<file path="src/rtl/nibble_serial_add_ctrl.sv">
// Serial WIDTH-bit add/subtract sequencer. It steps one external 4-bit adder slice
// through the operands one nibble per cycle, LSB first, and chains the carry between steps.
//
// state | meaning
// IDLE  | waiting for operands, in_ready high
// RUN   | one nibble per cycle through the external adder
// DONE  | result presented, waiting for out_ready
module nibble_serial_add_ctrl #(
    parameter int WIDTH = 16
) (
    input  logic             clk,
    input  logic             rst,
    input  logic             in_valid,
    output logic             in_ready,
    input  logic [WIDTH-1:0] op_a,
    input  logic [WIDTH-1:0] op_b,
    input  logic             op_sub,
    output logic             out_valid,
    input  logic             out_ready,
    output logic [WIDTH-1:0] result,
    output logic             carry_out,
    output logic             overflow,
    output logic             busy,
    output logic [3:0]       add_a,
    output logic [3:0]       add_b,
    output logic             add_cin,
    input  logic [3:0]       add_sum,
    input  logic             add_cout
);

    localparam int NIB = WIDTH / 4;
    localparam int CW  = $clog2(NIB) + 1;

    typedef enum logic [1:0] {IDLE, RUN, DONE} state_t;

    state_t           state_q, state_d;
    logic [WIDTH-1:0] a_sh, b_sh, res_sh;
    logic [CW-1:0]    cnt;
    logic             carry_q;
    logic             carry_out_q;
    logic             overflow_q;
    logic             last_step;

    assign last_step = (cnt == CW'(NIB - 1));

    always_ff @(posedge clk or posedge rst) begin
        if (rst) state_q <= IDLE;
        else     state_q <= state_d;
    end

    always_comb begin
        state_d   = state_q;
        in_ready  = 1'b0;
        out_valid = 1'b0;
        busy      = 1'b0;
        add_a     = 4'h0;
        add_b     = 4'h0;
        add_cin   = 1'b0;
        case (state_q)
            IDLE: begin
                in_ready = 1'b1;
                if (in_valid) state_d = RUN;
            end
            RUN: begin
                busy    = 1'b1;
                add_a   = a_sh[3:0];
                add_b   = b_sh[3:0];
                add_cin = carry_q;
                if (last_step) state_d = DONE;
            end
            DONE: begin
                busy      = 1'b1;
                out_valid = 1'b1;
                if (out_ready) state_d = IDLE;
            end
            default: state_d = IDLE;
        endcase
    end

    // Subtraction is A + ~B + 1: B is inverted at load and the +1 enters as the first carry-in.
    always_ff @(posedge clk or posedge rst) begin
        if (rst) begin
            a_sh        <= '0;
            b_sh        <= '0;
            res_sh      <= '0;
            cnt         <= '0;
            carry_q     <= 1'b0;
            carry_out_q <= 1'b0;
            overflow_q  <= 1'b0;
        end else begin
            case (state_q)
                IDLE: begin
                    if (in_valid) begin
                        a_sh    <= op_a;
                        b_sh    <= op_sub ? ~op_b : op_b;
                        carry_q <= op_sub;
                        cnt     <= '0;
                    end
                end
                RUN: begin
                    carry_q <= add_cout;
                    a_sh    <= {4'h0, a_sh[WIDTH-1:4]};
                    b_sh    <= {4'h0, b_sh[WIDTH-1:4]};
                    res_sh  <= {add_sum, res_sh[WIDTH-1:4]};
                    cnt     <= cnt + CW'(1);
                    if (last_step) begin
                        carry_out_q <= add_cout;
                        // Carry into bit 3 is a^b^sum there; overflow when it differs from cout.
                        overflow_q  <= add_a[3] ^ add_b[3] ^ add_sum[3] ^ add_cout;
                    end
                end
                default: ;
            endcase
        end
    end

    assign result    = res_sh;
    assign carry_out = carry_out_q;
    assign overflow  = overflow_q;

endmodule

</file>
<file path="config.mk">
export PLATFORM = sky130hd
export DESIGN_NAME = nibble_serial_add_ctrl
export DESIGN_NICKNAME = d
export VERILOG_FILES = /design/src/rtl/nibble_serial_add_ctrl.sv
export SDC_FILE = /design/constraint.sdc
export NUM_CORES = 1
export LEC_CHECK = 0
export BUFFER_PORTS_ARGS = -buffer_cell sky130_fd_sc_hd__buf_2
export CAP_MARGIN = 20
export CORE_MARGIN = 2
export CORE_UTILIZATION = 48
export CTS_CLUSTER_SIZE = 10
export DETAILED_ROUTE_END_ITERATION = 6
export PLACE_DENSITY = 0.76
export RECOVER_POWER = 100
export SLEW_MARGIN = 20
export SYNTH_ARGS = -nofsm -noshare
export SYNTH_HDL_FRONTEND = slang
export SYNTH_SLANG_ARGS = --single-unit
export TNS_END_PERCENT = 10
</file>
<file path="constraint.sdc">
create_clock -name clk -period 1.45 [get_ports clk]
set_input_delay 0.145 -clock clk [delete_from_list [all_inputs] [get_ports clk]]
set_output_delay 0.145 -clock clk [all_outputs]
set_load 0.005 [all_outputs]
</file>
---- Word level (Yosys, flattened, before mapping) ----
Cells that the tools add are included.
cells by class
  add/subtract/negate cells ............... 1
  multiply operators ...................... 0
  div/mod/pow operators ................... 0
  magnitude comparators ................... 0
  eq/ne operators ......................... 6
  shifts and indexed selects .............. 0
  mux-type cells .......................... 19
  bitwise logic cells ..................... 4
  reduce and logical (&&, ||, !) cells .... 6
operator list
  kind                 count
  $pmux 16 s2          2
  $mux 16              3
  $not 16->16          1
  $mux 4               2
  $mux 2               3
  $ne 2x2->1 const B   3
  $pmux 2 s3           1
  $pmux 3 s2           1
  $mux 1               5
  $reduce_and 2->1     2
  $add 3x1->3 const B  1
  $eq 3x2->1 const B   1
  $mux 3               1
  $reduce_and 3->1     1
  $xor 1x1->1          3
  $eq 2x1->1 const B   1
  $eq 2x2->1 const B   1
  $logic_not 2->1      1
  $pmux 1 s2           1
  $reduce_bool 2->1    1
  $reduce_or 2->1      1
storage, ports and cells
  bits in registers ....................... 56
  bits in latches ......................... 0
  memory bits (writable) .................. 0
  memory bits (read-only) ................. 0
  input port bits ......................... 42
  output and inout port bits .............. 30
  logic and storage cells ................. 44
  memories kept ........................... 0

---- Logic depth before layout (Yosys ltp) ----
  depth in word-level cells ............... 5
  gate-level depth with buffers ........... 7

---- Least setup slack after synthesis ----
Ideal clock, no wire load.
  kind .................................... reg2reg
  start point ............................. reg state_q[0]
  end point ............................... reg state_q[0]
  data arrival time ....................... 1,503 ps
  data required time ...................... 1,325 ps
  setup slack ............................. -178 ps
  stages on the path, launching flop included .. 7
  clock period less this slack ............ 1,628 ps
  cells stage by stage .................... dfrtp_1 inv_1 ha_1 buf_4 nor2b_2 a211oi_2 mux2_2
on the way
  cells in the longest elaborated chain, start to end .. 3
RTL lines
  what                                      line  RTL
  start: declaration                        36    state_t state_q, state_d;
  start signal: assignment                  48    else state_q <= state_d;
  $eq 2x1->1, or another cell as far along  59    case (state_q)
  $ne 2x2->1 (no source line)               n/a
  $reduce_and 3->1 (no source line)         n/a
Several ways; a longest one is shown, not always the timed one.
A chain may end at the register's enable or synchronous reset.

---- Worst setup path in the final report ----
Same ends and word-level chain as after synthesis.

==> results.toml <==
[worst_setup_path]
cp-start-kind = "register"
arrival_ns = 1.74
crit_path_end_kind = "register"
path_class = "reg -> reg"
r2r_slack_ns = -0.1
crit_path_max_fanout = 6
cp.required_ns = 1.65

[clocking]
clk_latency_ns = 0.30
max-clock-path-buffers = 2
htreeDepth = 2
cts_root_buffer = "clkbuf_8"
cts_tree = "built"
cts.sinks = 56
path_clk_slew_ns = 0.10
numCtsBuffers = 5

[synthesis]
yosysUniqueCellTypes = 34
syn_area_per_cell_um2 = 11.5
postSynthCellCount = 242
synth.ff_latch_count = 56
yosysSeqAreaShare_pct = 50.4
syn_nets = 290
yosysWarningCount = 0
synth_area_um2 = 2780

[die]
ios = 72
fp.dieH_um = 80.1
core_area_um2 = 5540
fp-row-count = 27
chipWidth_um = 80.1
dieArea_um2 = 6420
start_util_pct = 50.2

[finish]
nFillCells = 442
final_common_cell = "buf_2"
utilization_pct = 69.1
final_cell_mix = "buf_2 (58), dfrtp_1 (55), mux2i_1 (26)"
drive_above_1_share_pct = 44.8
diodes = 0
areaGrowthSynthToFinish_pct = 37.7
nNetsFinal = 386

[global_routing]
grt-ovfl-total = 0
grt_usage_pct = 19.5
grt_pass1_wl_um = 9730
grt_max_degree = 57
grt_pass1_vias = 2063
grt_antenna_before_repair = 0

[routing]
wl_per_cell_um = 15.6
viasPerCell = 5.22
drt_iter0_drc = 86
drt.antenna.violating_nets = 0
finalWirelength_um = 6430
via_count = 2147
drc = 0
first_pass_iters = 4

[power_and_ir_drop]
power.internal_mw = 5.75
ir_drop_uv = 1160
power_leakage_nw = 1.82
p_sw_mw = 3.18
power_per_cell_area_nw_per_um2 = 2330
swShare_pct = 35.6
power_mw = 8.94
power.share.sequential_pct = 31.6
comb_power_share_pct = 56.4
clkPwrFrac_pct = 12.1

[sta]
fin_skew_ns = 0.00553
fin_crit_ns = 1.55
setup_viol = 44
timing.slew.headroom_pct = 48.3
tightestPinTransition_ns = 0.776
rsz0062_at_grt = "yes"
report.final.slew_viol_count = 0
tns_ns = -2.30
max_freq_mhz = 647
hold_viol = 0
fin_crit_sh_pct = 107
fin_ws_ns = -0.0952

[outcome]
violations = "negative setup slack"
outcome = "finished, violations left"

[hold_path]
min_path_type = "in -> reg"

[place]
io_buffer_count = 71
dp_hpwl_um = 3760
place_congestion = 0.762
dp_slack_ns = -0.0666

[job]
maxCapViolCount = 0
-- layer usage --
| metal | GRT usage [%] | vias to the layer above | routed length (um) |
|---|---|---|---|
| li1 | - | 1024 | - |
| met5 | 0 | - | 0 |
| met2 | 33.1 | 58 | 3240 |
| met3 | 5.06 | 2 | 319 |
| met4 | 3.56 | 0 | 17 |
| met1 | 25.5 | 1063 | 2850 |
-- power by group through the flow --
stage / combinational, mW / clock, mW / sequential [mW]
detailed placement: 3.55 / 0 / 2.79
finish: 5.04 / 1.08 / 2.82
global route: 5.49 / 1.17 / 2.91
floorplan: 2.49 / 0 / 2.72
CTS: 4.14 / 1.10 / 2.78
global placement: 3.46 / 0 / 2.74
-- cell usage after synthesis --
| library cell | number | area, um2 |
|---|---|---|
| mux2_2 | 18 | 203 |
| mux2i_1 | 26 | 260 |
| o22ai_1 | 1 | 6.26 |
| nand4_1 | 1 | 6.26 |
| and2_1 | 10 | 62.6 |
| nand3_1 | 1 | 5.00 |
| nor2b_2 | 1 | 8.76 |
| a211oi_2 | 1 | 12.5 |
| clkbuf_2 | 2 | 10.0 |
| buf_2 | 4 | 20.0 |
| nor2b_1 | 1 | 6.26 |
| a21oi_1 | 1 | 5.00 |
| clkbuf_1 | 1 | 3.75 |
| a22o_1 | 4 | 35.0 |
| nand2b_1 | 1 | 6.26 |
| buf_6 | 2 | 22.5 |
| buf_4 | 7 | 52.6 |
| nand2_1 | 33 | 124 |
| xnor2_1 | 6 | 52.6 |
| ha_1 | 6 | 75.1 |
| nor3_1 | 1 | 5.00 |
| o21ai_1 | 4 | 20.0 |
| o32a_1 | 1 | 10.0 |
| a211o_1 | 1 | 8.76 |
| inv_1 | 6 | 22.5 |
| o21ai_0 | 24 | 120 |
| dfrtp_1 | 56 | 1400 |
| mux2i_4 | 1 | 22.5 |
| o31ai_2 | 4 | 50.1 |
| nor2_1 | 1 | 3.75 |
| nand3b_1 | 1 | 7.51 |
| xor2_1 | 13 | 114 |
| a32oi_1 | 1 | 8.76 |
| and3b_1 | 1 | 8.76 |
-- kinds of logic after synthesis --
logic type,share of synthesized area [%]
mux,17.5
flops,50.4
fa+ha+maj,2.70
simple gates,8.78
xor+xnor,5.99
compound gates,9.95
buf+inv,4.73
-- registers in the layout, summed over array words and instances, names as in the netlist --
signal / cells
state_q: 2
a_sh: 16
carry_out: 1
b_sh: 16
carry_q: 1
cnt: 3
result: 16
overflow: 1
-- per-stage QoR --
step | hold WS, ns | cells | area, um2
2_1_floorplan | 0.225 | 242 | 2790
3_3_place_gp | 0.242 | 384 | 3290
3_5_place_dp | 0.245 | 384 | 3290
6_report | 0.0491 | 411 | 3830
5_1_grt | 0.0414 | 411 | 3830
4_1_cts | 0.0406 | 402 | 3590
-- what timing repair did --
action	4_1_cts	5_1_grt
buffers inserted	7	5
gates resized for setup	14	55
hold buffers	1	0
cloned	2	7
setup endpoints to repair	46	65
pin swaps	2	11
endpoints found under the hold margin	56	0
-- critical path, cell delays in order (launching register included) --
cell and delay (ns):
dfrtp_2 0.46, buf_6 0.14, ha_4 0.18, buf_12 0.13, a211oi_2 0.21, mux2_4 0.32
-- worst paths after layout --
kind | start | depth (start not counted) | end
max | state_q[0]$_DFFE_PP0P_ | 5 | state_q[0]$_DFFE_PP0P_
min | op_a[14] | 2 | a_sh[14]$_DFFE_PP0P_
max reg2reg | state_q[0]$_DFFE_PP0P_ | 5 | state_q[0]$_DFFE_PP0P_
min reg2reg | b_sh[0]$_DFFE_PP0P_ | 2 | b_sh[0]$_DFFE_PP0P_
max in group asynchronous | rst | 4 | state_q[0]$_DFFE_PP0P_
min in group asynchronous | rst | 4 | result[14]$_DFFE_PP0N_
-- final cells by class --
class	instances	area [um2]	area share, %
flip-flops and latches	56	1400	36.6
inverters	6	28.8	0.752
clock inverters	2	38.8	1.01
well taps	72	90.1	2.35
repair buffers	105	812	21.2
clock buffers	6	82.6	2.16
multi-input cells	164	1370	35.9
Power figures use the tool's default switching activity.
